## src/rtl/pattern_tx_serializer_if.sv

```systemverilog
// pattern_tx_serializer_if: frame request, serial line and status bundle for pattern_tx_serializer
interface pattern_tx_serializer_if #(parameter int W = 8, parameter int HW = 4);
  logic en;
  logic start;
  logic [W-1:0] data;
  logic a;
  logic busy;
  logic done;
  logic [HW-1:0] hits;
  modport master (output en, start, data, input a, busy, done, hits);
  modport slave (input en, start, data, output a, busy, done, hits);
endinterface

```

## src/rtl/pattern_tx_serializer.sv

```systemverilog
// pattern_tx_serializer: shifts a word out MSB-first on en ticks and counts emitted 0->1 edges
module pattern_tx_serializer #(
  parameter int W = 8,
  parameter int HW = 4,
  parameter logic IDLE_BIT = 1'b1
) (
  input logic clk,
  input logic rst_n,
  pattern_tx_serializer_if.slave bus
);
  localparam int CW = $clog2(W);
  localparam logic [1:0] IDLE = 2'd0;
  localparam logic [1:0] SHIFT = 2'd1;
  logic [1:0] state;
  logic [W-1:0] shreg;
  logic [CW-1:0] bitcnt;
  logic prev;
  logic done;
  logic [HW-1:0] hits;
  logic shifting;
  assign shifting = state == SHIFT;
  assign bus.a = shifting ? shreg[W-1] : IDLE_BIT;
  assign bus.busy = shifting;
  assign bus.done = done;
  assign bus.hits = hits;
  always_ff @(posedge clk or negedge rst_n) begin
    if (!rst_n) begin
      state <= IDLE;
      shreg <= '0;
      bitcnt <= '0;
      prev <= 1'b1;
      done <= 1'b0;
      hits <= '0;
    end else begin
      done <= 1'b0;
      case (state)
        IDLE: if (bus.start) begin
          shreg <= bus.data;
          bitcnt <= '0;
          prev <= 1'b1;
          hits <= '0;
          state <= SHIFT;
        end
        SHIFT: if (bus.en) begin
          // prev starts at 1 so a leading 1 never counts; hits saturates instead of wrapping
          if (!prev && shreg[W-1] && hits != '1) hits <= hits + 1'b1;
          prev <= shreg[W-1];
          shreg <= shreg << 1;
          bitcnt <= bitcnt + 1'b1;
          if (bitcnt == CW'(W - 1)) begin
            state <= IDLE;
            done <= 1'b1;
          end
        end
        default: state <= IDLE;
      endcase
    end
  end
endmodule

```

## src/flat_wrapper.sv

```systemverilog
// flat-port wrapper written by rule: the top's interface ports become plain ports
module pattern_tx_serializer_flat 
#(
  parameter int W = 8,
  parameter int HW = 4,
  parameter logic IDLE_BIT = 1'b1
)
  (clk, rst_n, bus_en, bus_start, bus_data, bus_a, bus_busy, bus_done, bus_hits);
  pattern_tx_serializer_if #(.W(W), .HW(HW)) bus_i ();
  input logic clk;
  input logic rst_n;
  input wire logic [$bits(bus_i.en)-1:0] bus_en;
  input wire logic [$bits(bus_i.start)-1:0] bus_start;
  input wire logic [$bits(bus_i.data)-1:0] bus_data;
  output wire logic [$bits(bus_i.a)-1:0] bus_a;
  output wire logic [$bits(bus_i.busy)-1:0] bus_busy;
  output wire logic [$bits(bus_i.done)-1:0] bus_done;
  output wire logic [$bits(bus_i.hits)-1:0] bus_hits;
  assign bus_i.en = bus_en;
  assign bus_i.start = bus_start;
  assign bus_i.data = bus_data;
  assign bus_a = bus_i.a;
  assign bus_busy = bus_i.busy;
  assign bus_done = bus_i.done;
  assign bus_hits = bus_i.hits;
  pattern_tx_serializer #(.W(W), .HW(HW), .IDLE_BIT(IDLE_BIT)) u_core (.clk(clk), .rst_n(rst_n), .bus(bus_i));
endmodule
```

## config.mk

```make
export PLATFORM = sky130hd
export DESIGN_NAME = pattern_tx_serializer_flat
export DESIGN_NICKNAME = d
export VERILOG_FILES = /design/src/rtl/pattern_tx_serializer_if.sv /design/src/rtl/pattern_tx_serializer.sv /design/src/flat_wrapper.sv
export SDC_FILE = /design/constraint.sdc
export NUM_CORES = 1
export LEC_CHECK = 0
export CAP_MARGIN = 20
export CORE_MARGIN = 4
export CORE_UTILIZATION = 50
export DETAILED_ROUTE_END_ITERATION = 6
export PLACE_DENSITY = 0.77
export SYNTH_ARGS = -nofsm -noshare
export SYNTH_HDL_FRONTEND = slang
export SYNTH_SLANG_ARGS = --single-unit
```

## constraint.sdc

```tcl
create_clock -name clk -period 1.5 [get_ports clk]
set_input_delay 0.3 -clock clk [delete_from_list [all_inputs] [get_ports clk]]
set_output_delay 0.3 -clock clk [all_outputs]
set_load 0.005 [all_outputs]
```

Word level (Yosys, flattened, before mapping)
Index checks and enable logic that the tools add are counted.
Storage, ports and cells
  bits in registers: 19
  bits in latches: 0
  memory bits (writable): 0
  bits in read-only memories: 0
  input bits: 12
  output and inout bits: 7
  word-level logic and storage cells: 44
  memories kept: 0
Operators by class
  $add $sub $neg: 2
  multiply operators: 0
  divide/modulo/power cells: 0
  order comparisons: 0
  equality and inequality tests: 7
  shift-type cells: 0
  mux-type cells: 21
  bitwise gates (word level): 0
  reductions and logical operators: 8
Operator list (number)
  $mux W8: 2
  $pmux W8 S2: 1
  $mux W4: 3
  $ne A2 B2 Y1 const B: 4
  $pmux W4 S2: 1
  $mux W1: 6
  $mux W2: 3
  $mux W3: 2
  $pmux W3 S2: 1
  $reduce_and A3 Y1: 2
  $add A4 B1 Y4 const B: 1
  $ne A4 B4 Y1 const B: 1
  $pmux W2 S2: 1
  $reduce_and A4 Y1: 1
  $add A3 B1 Y3 const B: 1
  $eq A3 B3 Y1 const B: 1
  $eq A2 B1 Y1 const B: 1
  $logic_and A1 B1 Y1: 2
  $logic_not A2 Y1: 1
  $pmux W1 S2: 1
  $reduce_bool A2 Y1: 1
  $logic_not A1 Y1: 1

Depth between registers and ports, before layout
  depth in word-level cells: 6
  depth in mapped cells: 4
  depth with buffers taken out: 4

Worst setup path after synthesis
No wires, ideal clock.
  path kind: reg2reg
  start: reg u_core.bitcnt[0]
  end: reg u_core.bitcnt[2]
  setup time: 0.121 ns
  data arrival time: 1.268 ns
  data required time: 1.379 ns
  slack: 0.111 ns
  stages on the path, launching flop included: 5
  path buffers: 0
  clock period less this slack: 1.389 ns
  cell sequence: dfrtp_1 > ha_1 > ha_1 > mux2_2 > a22o_1
On the way
  word-level cells in the longest chain between the ends: 3
Ends and longest elaborated chain
  start: declaration: line pattern_tx_serializer.sv:16  | logic [CW-1:0] bitcnt;
  start signal: assignment: line pattern_tx_serializer.sv:49  | bitcnt <= bitcnt + 1'b1;
  $add A3 B1 Y3: line pattern_tx_serializer.sv:49
  $mux W3: line pattern_tx_serializer.sv:44  | SHIFT: if (bus.en) begin
  $pmux W3 S2: line pattern_tx_serializer.sv:36  | case (state)
No other way between the ends. The select of a mux whose other input is x is not followed.
A chain may end at the register's enable or synchronous reset.

Final worst setup path
  start: reg u_core.hits[3], in the netlist u_core.bus.hits[3]
  end: out bus_hits[3]
RTL lines
  start: declaration: line pattern_tx_serializer.sv:19  | logic [HW-1:0] hits;
  start signal: assignment: line pattern_tx_serializer.sv:46  | if (!prev && shreg[W-1] && hits != '1) hits <= hits + 1'b1;
  end: declaration: line flat_wrapper.sv:18  | output wire logic [$bits(bus_i.hits)-1:0] bus_hits;
No word-level cell between the ends.

==> results.yml <==
drt:
  drtAntennaViolNets: 0
  viasPerCell: 5.43
  drt_wl_total_mm: 1.88
  drtIter0Drc: 11
  vias: 803
  drc: 0
  wl_per_cell_um: 12.7
  drtPass1Iterations: 4
placed_design:
  pre_cts_slack_ps: -112
  place_area_um2: 1230
  dp_cells: 137
  place_hpwl_mm: 1.30
  place_congestion: 0.697
  port_buffers: 18
synthesis:
  syn_inst: 92
  yosys_most_used_dff: "dfrtp_1"
  yosysUniqueCellTypes: 31
  synth_top_area_share_pct: 42.7
  synthesis.area_um2: 996
  synth.cells.most_frequent: "17 x dfrtp_1, 10 x mux2i_1, 9 x a21oi_1, 7 x a211oi_1, 7 x nor2b_1"
  synth.most_common_cell: "dfrtp_1"
  synth_area_per_cell_um2: 10.8
  seq_area_frac_synth_pct: 45.4
  synth_nets: 107
  synth_seq_cells: 18
  yosysTopAreaCell: "dfrtp_1"
  yosysWarnings: 0
  synth-edff-count: 0
  yosys-top-cells-area: "dfrtp_1 43%, mux2i_1 10%, a211oi_1 5.3%, a21oi_1 4.5%, nor2b_1 4.4%"
  async_reset_ff_share_pct: 100
sta:
  setup_slack_ps: 45.9
  tightestPinTransition_ps: 258
  drv_slew: 0
  rsz0062_at_grt: "no"
  slew_headroom_pct: 82.7
  skew_ps: 3.82
  finalCritPeriodShare_pct: 96.9
  fmax_mhz: 688
  hold_violations: 0
  setup_viol: 0
  fin_crit_ps: 1450
  timing.hold.ws_ps: 312
final_layout:
  final_area_um2: 1330
  drive_above_1_share_pct: 21.1
  regArea_um2: 452
  nFillCells: 141
  nNetsFinal: 139
  fin_cells: 148
  antennaDiodeCount: 0
  multiInputGateArea_um2: 499
  area_growth_syn_to_layout_pct: 33.2
die:
  die_h_um: 52.6
  pin_count: 19
  dieArea_um2: 2770
  die_x_um: 52.6
  core_um2: 1800
  row_count: 15
  initial_core_util_pct: 55.3
worst_setup_path:
  reg2reg_from: "u_core.bitcnt[1]$_DFFE_PN0P_"
  arrival_ps: 1150
  worstSetupStartpointType: "flop"
  cpPeakStageDelay_ps: 500
  cp-end-kind: "primary output"
  crit_required_ps: 1200
  crit_path_max_fanout: 2
  critPathSlowestCell: "clkdlybuf4s50_1"
  crit_start: "u_core.bus.hits[3]$_DFFE_PN0P_"
  crit_family: "buffers and inverters"
  path_buf_inv: 1
  crit_chain: "clkdlybuf4s50_1"
  critPathKind: "reg -> out"
power:
  power_mw: 2.13
  power.density_nw_per_um2: 1600
  peakVddDrop_mv: 0.794
  power.leakage_nw: 0.618
hold_path:
  hold_class: "in -> async"
global_route:
  grt_antenna_before_repair: 0
  first_global_vias: 763
  grt.total_usage_pct: 15.2
  gr-total-overflow: 0
  grt_max_degree: 19
  grt_pass1_wl_mm: 3.16
job:
  maxCapViolations: 0
clock_network:
  cts.sink_count: 18
  cts_buffers: 3
  clockBufferDepth: 2
  root_buffer: "clkbuf_4"
  cts_hold_buf: 0
  cts_tree: "built"
  clk_latency_ps: 300
  htree_levels: 1
  clkTransAtPathRegs_ps: 100
status:
  status: "completed"
per-layer routing:
| metal | wire (µm) | up-vias | global-route usage, % |
|---|---|---|---|
| li1 | - | 396 | - |
| met1 | 860 | 384 | 18.7 |
| met2 | 891 | 18 | 26.0 |
| met3 | 86 | 5 | 2.56 |
| met4 | 36 | 0 | 6.38 |
| met5 | 0 | - | 0 |
timing repair:
item / 4_1_cts / 5_1_grt
setup endpoints to repair: 6 / 4
setup buffers: 6 / 1
gates resized for setup: 1 / 4
cells by family (layout without fill, tap and decap cells):
family | Yosys count | count (layout) | synth area share (%)
adders and majority gates | 3 | 3 | 3.77
AOI/OAI and AO/OA | 25 | 25 | 16.6
DFF | 18 | 18 | 45.4
muxes | 12 | 12 | 12.3
and+or+nand+nor | 24 | 24 | 16.1
xor gates and xnor gates | 1 | 1 | 0.880
buffers and inverters | 9 | 40 | 5.03
area by class of cell:
cell class | count | share of cell area [%]
multi-input cells | 65 | 37.6
repair buffers | 33 | 22.4
inverters | 3 | 0.849
clock buffers | 4 | 2.74
well taps | 25 | 2.36
flip-flops and latches | 18 | 34.1
cells in the final DEF (no fill, tap or decap), types with 2 or more instances in the layout:
cell type | Yosys | routed
dfrtp_1 | 17 | 17
clkdlybuf4s50_1 | 0 | 15
buf_4 | 1 | 15
mux2i_1 | 10 | 10
a21oi_1 | 9 | 9
nor2b_1 | 7 | 7
a211oi_1 | 7 | 7
nand2_1 | 4 | 4
nand2b_1 | 3 | 3
inv_1 | 3 | 3
ha_1 | 3 | 3
clkbuf_4 | 0 | 3
o31ai_1 | 2 | 2
nor3_1 | 2 | 2
nor2_1 | 2 | 2
a22o_1 | 2 | 2
dlymetal6s2s_1 | 0 | 2
worst paths after layout:
path	to	slack, ps	cells past startpoint
worst max-delay path	bus_hits[3]	50	1
worst min-delay path	u_core.bus.done$_DFF_PN0_	310	2
worst max register to register	u_core.bitcnt[2]$_DFFE_PN0P_	70	4
worst min register to register	u_core.bitcnt[1]$_DFFE_PN0P_	550	1
max in group asynchronous	u_core.prev$_DFFE_PN1P_	930	2
min in group clk	u_core.bitcnt[1]$_DFFE_PN0P_	550	1
flip-flops by register name (all words and copies together) (netlist names):
register / cells
u_core.bitcnt: 3
u_core.bus.done: 1
u_core.bus.hits: 4
u_core.prev: 1
u_core.shreg: 8
u_core.state: 1
where the power goes:
| group | total (mW) | internal, mW | switching, mW |
|---|---|---|---|
| Sequential | 0.832 | 0.701 | 0.131 |
| Clock | 0.303 | 0.148 | 0.155 |
| Combinational | 0.991 | 0.577 | 0.414 |
per-stage QoR:
stage	util, %	TNS (ps)
6_report	73.6	0
5_1_grt	73.6	0
4_1_cts	72.6	0
3_5_place_dp	68.2	-630
3_3_place_gp	68.2	-282
2_1_floorplan	-	0
Note: power is estimated with default switching activity, not from simulation.
